[src/rtl/dmem_arbiter_pkg.sv]
// Shared definitions for the data-memory arbiter: response FSM encoding,
// default starvation limit and a counter-width helper.
package dmem_arbiter_pkg;

  typedef logic [1:0] rsp_state_t;

  // Response FSM encoding; values are fixed so other blocks can decode them.
  localparam rsp_state_t StIdle  = 2'd0;
  localparam rsp_state_t StCpuRd = 2'd1;
  localparam rsp_state_t StDbgRd = 2'd2;

  // Maximum consecutive CPU grants while debug waits.
  localparam int unsigned StarveLimDef = 4;

  // Bits needed to hold 0..lim inclusive; never narrower than one bit.
  function automatic int unsigned cnt_width(input int unsigned lim);
    return (lim < 1) ? 1 : $clog2(lim + 1);
  endfunction

endpackage

[src/rtl/dmem_arbiter_if.sv]
// Bus bundle between the MEM stage, the debug/loader port and the data RAM.
// slave: the arbiter's view. master: the requester/RAM side.
interface dmem_arbiter_if #(
  parameter int unsigned ADDR_W = 8,
  parameter int unsigned DATA_W = 32
);

  // CPU (MEM stage) port
  logic              cpu_req;
  logic              cpu_we;
  logic [ADDR_W-1:0] cpu_addr;
  logic [DATA_W-1:0] cpu_wdata;
  logic              cpu_stall;
  logic [DATA_W-1:0] cpu_rdata;
  logic              cpu_rvalid;

  // Debug/loader port
  logic              dbg_req;
  logic              dbg_we;
  logic [ADDR_W-1:0] dbg_addr;
  logic [DATA_W-1:0] dbg_wdata;
  logic              dbg_gnt;
  logic [DATA_W-1:0] dbg_rdata;
  logic              dbg_rvalid;

  // Single-port synchronous RAM
  logic              mem_en;
  logic              mem_we;
  logic [ADDR_W-1:0] mem_addr;
  logic [DATA_W-1:0] mem_wdata;
  logic [DATA_W-1:0] mem_rdata;

  modport slave (
    input  cpu_req, cpu_we, cpu_addr, cpu_wdata,
    output cpu_stall, cpu_rdata, cpu_rvalid,
    input  dbg_req, dbg_we, dbg_addr, dbg_wdata,
    output dbg_gnt, dbg_rdata, dbg_rvalid,
    output mem_en, mem_we, mem_addr, mem_wdata,
    input  mem_rdata
  );

  modport master (
    output cpu_req, cpu_we, cpu_addr, cpu_wdata,
    input  cpu_stall, cpu_rdata, cpu_rvalid,
    output dbg_req, dbg_we, dbg_addr, dbg_wdata,
    input  dbg_gnt, dbg_rdata, dbg_rvalid,
    input  mem_en, mem_we, mem_addr, mem_wdata,
    output mem_rdata
  );

endinterface

[src/rtl/rr_starve_ctr.sv]
// Saturating starvation counter: counts CPU grants taken while debug waits,
// and flags when debug must be given the next slot.
module rr_starve_ctr #(
  parameter int unsigned STARVE_LIM = 4,
  parameter int unsigned CNT_W      = $clog2(STARVE_LIM + 1)
) (
  input  logic             clk,
  input  logic             rst,
  input  logic             dbg_req,
  input  logic             dbg_gnt,
  input  logic             cpu_gnt,
  output logic [CNT_W-1:0] cnt,
  output logic             at_limit
);

  logic [CNT_W-1:0] cnt_q, cnt_d;

  // Limit compare on the registered count only, so no path from RAM data.
  always_comb begin
    at_limit = (cnt_q == CNT_W'(STARVE_LIM));
  end

  // Next count: clear when debug is idle or served, else saturating increment.
  always_comb begin
    cnt_d = cnt_q;
    if (!dbg_req || dbg_gnt) begin
      cnt_d = '0;
    end else if (cpu_gnt && !at_limit) begin
      cnt_d = cnt_q + CNT_W'(1);
    end
  end

  // Counter register with asynchronous clear.
  always_ff @(posedge clk or negedge rst) begin
    if (!rst) begin
      cnt_q <= '0;
    end else begin
      cnt_q <= cnt_d;
    end
  end

  assign cnt = cnt_q;

endmodule

[src/rtl/dmem_arbiter.sv]
// Two-requester arbiter in front of the data RAM. The CPU has priority except
// when debug has waited STARVE_LIM consecutive CPU grants. Read responses come
// back one cycle after the grant, tracked by a small response FSM.
module dmem_arbiter
  import dmem_arbiter_pkg::*;
#(
  parameter int unsigned ADDR_W     = 8,
  parameter int unsigned DATA_W     = 32,
  parameter int unsigned STARVE_LIM = StarveLimDef
) (
  input  logic                             clk,
  input  logic                             rst,
  dmem_arbiter_if.slave                    bus,
  output logic [$clog2(STARVE_LIM+1)-1:0]  starve_cnt
);

  localparam int unsigned CntW = $clog2(STARVE_LIM + 1);

  logic              cpu_gnt;
  logic              dbg_gnt;
  logic              at_limit;
  logic [CntW-1:0]   cnt;
  rsp_state_t        state_q, state_d;
  logic [ADDR_W-1:0] addr_sel;
  logic [DATA_W-1:0] wdata_sel;
  logic [DATA_W-1:0] cpu_rdata;
  logic [DATA_W-1:0] dbg_rdata;

  rr_starve_ctr #(
    .STARVE_LIM (STARVE_LIM),
    .CNT_W      (CntW)
  ) u_starve (
    .clk      (clk),
    .rst      (rst),
    .dbg_req  (bus.dbg_req),
    .dbg_gnt  (dbg_gnt),
    .cpu_gnt  (cpu_gnt),
    .cnt      (cnt),
    .at_limit (at_limit)
  );

  assign starve_cnt = cnt;

  // Grant decision; nothing is granted while reset is held.
  always_comb begin
    cpu_gnt = rst & bus.cpu_req & ~(at_limit & bus.dbg_req);
    dbg_gnt = rst & bus.dbg_req & ~cpu_gnt;
  end

  assign bus.cpu_stall = rst & bus.cpu_req & ~cpu_gnt;
  assign bus.dbg_gnt   = dbg_gnt;

  // RAM port steering: winner's command, or an all-zero idle command.
  always_comb begin
    bus.mem_en = 1'b0;
    bus.mem_we = 1'b0;
    addr_sel   = '0;
    wdata_sel  = '0;
    if (cpu_gnt) begin
      bus.mem_en = 1'b1;
      bus.mem_we = bus.cpu_we;
      addr_sel   = bus.cpu_addr;
      wdata_sel  = bus.cpu_wdata;
    end else if (dbg_gnt) begin
      bus.mem_en = 1'b1;
      bus.mem_we = bus.dbg_we;
      addr_sel   = bus.dbg_addr;
      wdata_sel  = bus.dbg_wdata;
    end
  end

  assign bus.mem_addr  = addr_sel;
  assign bus.mem_wdata = wdata_sel;

  // Remember which requester owns the RAM read data next cycle.
  always_comb begin
    state_d = StIdle;
    if (cpu_gnt && !bus.cpu_we) begin
      state_d = StCpuRd;
    end else if (dbg_gnt && !bus.dbg_we) begin
      state_d = StDbgRd;
    end
  end

  // Response state; reset drops any read still in flight.
  always_ff @(posedge clk or negedge rst) begin
    if (!rst) begin
      state_q <= StIdle;
    end else begin
      state_q <= state_d;
    end
  end

  // Route RAM read data to its owner; everyone else sees zero.
  always_comb begin
    bus.cpu_rvalid = 1'b0;
    bus.dbg_rvalid = 1'b0;
    cpu_rdata      = '0;
    dbg_rdata      = '0;
    case (state_q)
      StCpuRd: begin
        bus.cpu_rvalid = 1'b1;
        cpu_rdata      = bus.mem_rdata;
      end
      StDbgRd: begin
        bus.dbg_rvalid = 1'b1;
        dbg_rdata      = bus.mem_rdata;
      end
      default: ;
    endcase
  end

  assign bus.cpu_rdata = cpu_rdata;
  assign bus.dbg_rdata = dbg_rdata;

endmodule

[src/flat_wrapper.sv]
// flat-port wrapper written by rule: the top's interface ports become plain ports
module dmem_arbiter_flat import dmem_arbiter_pkg::*;
#(
  parameter int unsigned ADDR_W     = 8,
  parameter int unsigned DATA_W     = 32,
  parameter int unsigned STARVE_LIM = StarveLimDef
)
  (clk, rst, starve_cnt, bus_cpu_req, bus_cpu_we, bus_cpu_addr, bus_cpu_wdata, bus_cpu_stall, bus_cpu_rdata, bus_cpu_rvalid, bus_dbg_req, bus_dbg_we, bus_dbg_addr, bus_dbg_wdata, bus_dbg_gnt, bus_dbg_rdata, bus_dbg_rvalid, bus_mem_en, bus_mem_we, bus_mem_addr, bus_mem_wdata, bus_mem_rdata);
  dmem_arbiter_if #(.ADDR_W(ADDR_W), .DATA_W(DATA_W)) bus_i ();
  input  logic clk;
  input  logic rst;
  output logic [$clog2(STARVE_LIM+1)-1:0] starve_cnt;
  input wire logic [$bits(bus_i.cpu_req)-1:0] bus_cpu_req;
  input wire logic [$bits(bus_i.cpu_we)-1:0] bus_cpu_we;
  input wire logic [$bits(bus_i.cpu_addr)-1:0] bus_cpu_addr;
  input wire logic [$bits(bus_i.cpu_wdata)-1:0] bus_cpu_wdata;
  output wire logic [$bits(bus_i.cpu_stall)-1:0] bus_cpu_stall;
  output wire logic [$bits(bus_i.cpu_rdata)-1:0] bus_cpu_rdata;
  output wire logic [$bits(bus_i.cpu_rvalid)-1:0] bus_cpu_rvalid;
  input wire logic [$bits(bus_i.dbg_req)-1:0] bus_dbg_req;
  input wire logic [$bits(bus_i.dbg_we)-1:0] bus_dbg_we;
  input wire logic [$bits(bus_i.dbg_addr)-1:0] bus_dbg_addr;
  input wire logic [$bits(bus_i.dbg_wdata)-1:0] bus_dbg_wdata;
  output wire logic [$bits(bus_i.dbg_gnt)-1:0] bus_dbg_gnt;
  output wire logic [$bits(bus_i.dbg_rdata)-1:0] bus_dbg_rdata;
  output wire logic [$bits(bus_i.dbg_rvalid)-1:0] bus_dbg_rvalid;
  output wire logic [$bits(bus_i.mem_en)-1:0] bus_mem_en;
  output wire logic [$bits(bus_i.mem_we)-1:0] bus_mem_we;
  output wire logic [$bits(bus_i.mem_addr)-1:0] bus_mem_addr;
  output wire logic [$bits(bus_i.mem_wdata)-1:0] bus_mem_wdata;
  input wire logic [$bits(bus_i.mem_rdata)-1:0] bus_mem_rdata;
  assign bus_i.cpu_req = bus_cpu_req;
  assign bus_i.cpu_we = bus_cpu_we;
  assign bus_i.cpu_addr = bus_cpu_addr;
  assign bus_i.cpu_wdata = bus_cpu_wdata;
  assign bus_cpu_stall = bus_i.cpu_stall;
  assign bus_cpu_rdata = bus_i.cpu_rdata;
  assign bus_cpu_rvalid = bus_i.cpu_rvalid;
  assign bus_i.dbg_req = bus_dbg_req;
  assign bus_i.dbg_we = bus_dbg_we;
  assign bus_i.dbg_addr = bus_dbg_addr;
  assign bus_i.dbg_wdata = bus_dbg_wdata;
  assign bus_dbg_gnt = bus_i.dbg_gnt;
  assign bus_dbg_rdata = bus_i.dbg_rdata;
  assign bus_dbg_rvalid = bus_i.dbg_rvalid;
  assign bus_mem_en = bus_i.mem_en;
  assign bus_mem_we = bus_i.mem_we;
  assign bus_mem_addr = bus_i.mem_addr;
  assign bus_mem_wdata = bus_i.mem_wdata;
  assign bus_i.mem_rdata = bus_mem_rdata;
  dmem_arbiter #(.ADDR_W(ADDR_W), .DATA_W(DATA_W), .STARVE_LIM(STARVE_LIM)) u_core (.clk(clk), .rst(rst), .bus(bus_i), .starve_cnt(starve_cnt));
endmodule
[config.mk]
export PLATFORM = sky130hd
export DESIGN_NAME = dmem_arbiter_flat
export DESIGN_NICKNAME = d
export VERILOG_FILES = /design/src/rtl/dmem_arbiter_pkg.sv /design/src/rtl/dmem_arbiter_if.sv /design/src/rtl/rr_starve_ctr.sv /design/src/rtl/dmem_arbiter.sv /design/src/flat_wrapper.sv
export SDC_FILE = /design/constraint.sdc
export NUM_CORES = 1
export LEC_CHECK = 0
export ABC_AREA = 0
export BUFFER_PORTS_ARGS = -buffer_cell sky130_fd_sc_hd__clkbuf_2
export CORE_AREA = 2 2 90 92
export CTS_BUF_LIST = sky130_fd_sc_hd__clkbuf_8 sky130_fd_sc_hd__clkbuf_16
export DETAILED_ROUTE_END_ITERATION = 6
export DIE_AREA = 0 0 92 94
export MAX_ROUTING_LAYER = met4
export PLACE_DENSITY = 0.58
export RECOVER_POWER = 50
export SYNTH_ARGS = -nofsm -noshare
export SYNTH_HDL_FRONTEND = slang
export SYNTH_SLANG_ARGS = --single-unit
[constraint.sdc]
create_clock -name clk -period 1.76 [get_ports clk]
set_input_delay 0.264 -clock clk [delete_from_list [all_inputs] [get_ports clk]]
set_output_delay 0.264 -clock clk [all_outputs]
set_load 0.01 [all_outputs]
==> flow_summary_export.csv <==
group,metric,value,unit
flow_run,max_cap_viol_count,0,
critical_path,r2r_slack,450,ps
place,place.gp.congestion,0.803,
critical_path,required,1500,ps
worst_hold_path,hp-start,"bus_dbg_we",
sta,tightest_slew,455,ps
global_route,grt-ovfl-total,0,
sta,fin_crit,1960,ps
cts,cts_tree,"done",
global_route,grt_pass1_vias,1828,
final_layout,final_common_cell,"clkbuf_2",
cts,clockBufferDepth,2,
critical_path,setup.worst_path.start_class,"flip-flop",
routing,highest_layer,"met4",
sta,whs,222,ps
synthesis,syn-mean-instance-area,7.77,µm²
sta,finalSetupViolations,41,
die,initial_core_util,0.158,
routing,final_antenna_net_count,0,
routing,drt-met1-wl,2460,µm
status,status,"finished with violations",
place,dpl-instance-area,0.00245,mm²
synthesis,netlist-cell-type-count,27,
critical_path,path_cells,"inv_2 -> ha_4 -> nand2_2 -> o211a_4 -> buf_12 -> a22o_1 -> clkbuf_2",
routing,drc_errors,0,
die,die_y,94,µm
final_layout,antenna_cells,0,
worst_hold_path,hp-class,"in2reg",
worst_hold_path,min_path_cells,2,
cts,numCtsBuffers,3,
synthesis,synth_top_area_frac,0.333,
die,io_pins,231,
global_route,antenna_found_initial,0,
routing,firstDrtPassIters,6,
die,rows,32,
critical_path,cp_slowest_cell,"dfrtp_1",
critical_path,path_max_fanout,20,
sta,grt_setup_unrepaired,"yes",
global_route,grt_max_degree,41,
routing,wl_per_cell,13.0,µm
routing,vias_per_cell,4.22,
routing,routed-wl-met2,3310,µm
global_route,grt_pass1_wl,9040,µm
final_layout,mostFrequentLayoutCells,"clkbuf_2 (223), and2_1 (64), a22o_1 (39)",
critical_path,r2r-start,"u_core.u_starve.cnt[0]",
power,ir_drop,146,µV
critical_path,endpoint_kind,"output port",
final_layout,finalNetCount,515,
routing,drtIter0Drc,30,
synthesis,synthTopCellsByArea,"and2_1 (33%), a22o_1 (28%), dfrtp_1 (10%)",
global_route,grt_use_total,0.133,
final_layout,syn2layout_area_growth,122,%
die,coreArea,0.00761,mm²
synthesis,ys_seq_area_frac,0.104,
die,fp.dieArea,0.00865,mm²
final_layout,seq_area,125,µm²
power,power.leakage,1.62,nW
final_layout,multiInputGateArea,0.00101,mm²
worst_hold_path,hold_end,"u_core.state_q[1]",
routing,drt_wl_total,6440,µm
cts,clkTransAtPathRegs,30,ps
place,hpwl,5000,µm
critical_path,criticalPathCategory,"reg2out",
power,power_density,303,mW/mm²
final_layout,fin_area,0.00267,mm²
sta,hold_violations,0,
sta,finClkSkew,1.90,ps
critical_path,r2r-end,"u_core.u_starve.cnt[0]",
routing,dr_wl_met3,621,µm
sta,drv_slew,0,
final_layout,n_fill_cell,822,
critical_path,slowest_delay,390,ps
sta,fmax,509,MHz
synthesis,ys_seq_elements,5,
synthesis,synth_cells,155,
die,dieWidth,92,µm
synthesis,yosysWarnings,0,
cts,htreeDepth,1,
cts,cts_num_sinks,5,
synthesis,syn_nets,275,
sta,fin_crit_sh,1.12,
critical_path,cp-startpoint,"u_core.u_starve.cnt[0]",
final_layout,drive_gt1_frac,0.652,
routing,vias,2094,
sta,finalWorstSetupSlack,-204,ps
sta,relSlewSlack,0.696,
status,violations,"setup timing",
place,port_buffers,230,
synthesis,syn_area,0.00120,mm²
cts,clk_latency,220,ps
synthesis,synth_largest_area_cell,"and2_1",
cts,root_buffer,"clkbuf_8",
critical_path,critPathArrivalTime,1700,ps
critical_path,reg2regPathDepth,7,
-- per-layer routing --
metal  up-vias  global-route usage
li1       1033                   -
met1       913               0.141
met2       144               0.262
met3         4              0.0193
met4         0              0.0286
met5         -                   -
-- cell type report --
cell class,instances,share of cell area
Multi-Input combinational cell,134,0.377
Clock buffer,3,0.0155
Clock inverter,1,0.00141
Inverter,3,0.00422
Sequential cell,5,0.0469
Timing Repair Buffer,248,0.507
Tap cell,102,0.0478
-- timing repair --
action | in CTS | in global routing
cloned | 3 | 1
pin swaps | 3 | 1
endpoints found under the setup margin | 42 | 42
hold endpoints to repair | 2 | 0
hold buffers | 2 | 0
gates resized for setup | 11 | 3
setup buffers | 4 | 0
-- critical path, delay by kind of cell, from the launching register on --
| family | cells | cell delay, ps |
|---|---|---|
| AND/OR/NAND/NOR | 1 | 70 |
| buffers and inverters | 3 | 380 |
| flip-flops | 1 | 390 |
| adder cells (fa/ha/maj) | 1 | 150 |
| AO/OA/AOI/OAI | 2 | 490 |
-- registers in the layout (all words and copies together), names as in the netlist --
| signal | cells |
|---|---|
| u_core.state_q | 2 |
| u_core.u_starve.cnt | 3 |
-- per-stage QoR --
stage / total power, mW / TNS, ps / setup slack, ps / utilization / instances
final: 0.810 / -7280 / -204 / 0.351 / 496
after detailed placement: 0.567 / -14360 / -406 / 0.322 / 482
after floorplan: 0.319 / 0 / 47.8 / - / 155
after global placement: 0.562 / -12860 / -365 / 0.322 / 482
after CTS: 0.814 / -6770 / -195 / 0.348 / 495
after global routing: 0.861 / -10120 / -268 / 0.351 / 496
-- worst max-delay path by stage --
stage,end,slack [ps],cells past startpoint
2_1_floorplan,bus_mem_addr[0],50,7
6_report,bus_mem_wdata[22],-200,7
3_5_place_dp,bus_mem_wdata[3],-410,6
4_1_cts,bus_mem_wdata[3],-190,7
3_3_place_gp,bus_mem_wdata[22],-370,6
5_1_grt,bus_mem_wdata[22],-270,7
-- Yosys cell counts --
| library cell | count |
|---|---|
| o21a_1 | 1 |
| or2b_1 | 1 |
| ha_1 | 2 |
| mux2_4 | 1 |
| nand2b_1 | 2 |
| nor2b_1 | 3 |
| a22o_2 | 1 |
| o211a_1 | 1 |
| nor3_1 | 1 |
| buf_2 | 1 |
| nor2_1 | 2 |
| a21boi_2 | 1 |
| buf_4 | 1 |
| clkbuf_1 | 6 |
| nand3_1 | 4 |
| buf_6 | 8 |
| nand2_1 | 2 |
| a31oi_1 | 1 |
| and2_1 | 64 |
| and3_1 | 1 |
| nand4b_1 | 1 |
| inv_1 | 2 |
| a22o_1 | 39 |
| inv_2 | 1 |
| nor2_4 | 1 |
| a21oi_1 | 2 |
| dfrtp_1 | 5 |
-- logic make-up after synthesis --
kind of cell | after synthesis | synth area share
DFF | 5 | 0.104
adders and majority gates | 2 | 0.0208
AOI/OAI and AO/OA | 46 | 0.330
and+or+nand+nor | 82 | 0.420
muxes | 1 | 0.0125
buffers and inverters | 19 | 0.113
-- report_power, final --
group | internal, mW | switching [mW] | total [mW]
Sequential | 0.119 | 0.00198 | 0.121
Clock | 0.149 | 0.0546 | 0.204
Combinational | 0.259 | 0.226 | 0.485
Note: power is estimated with default switching activity, not from simulation.
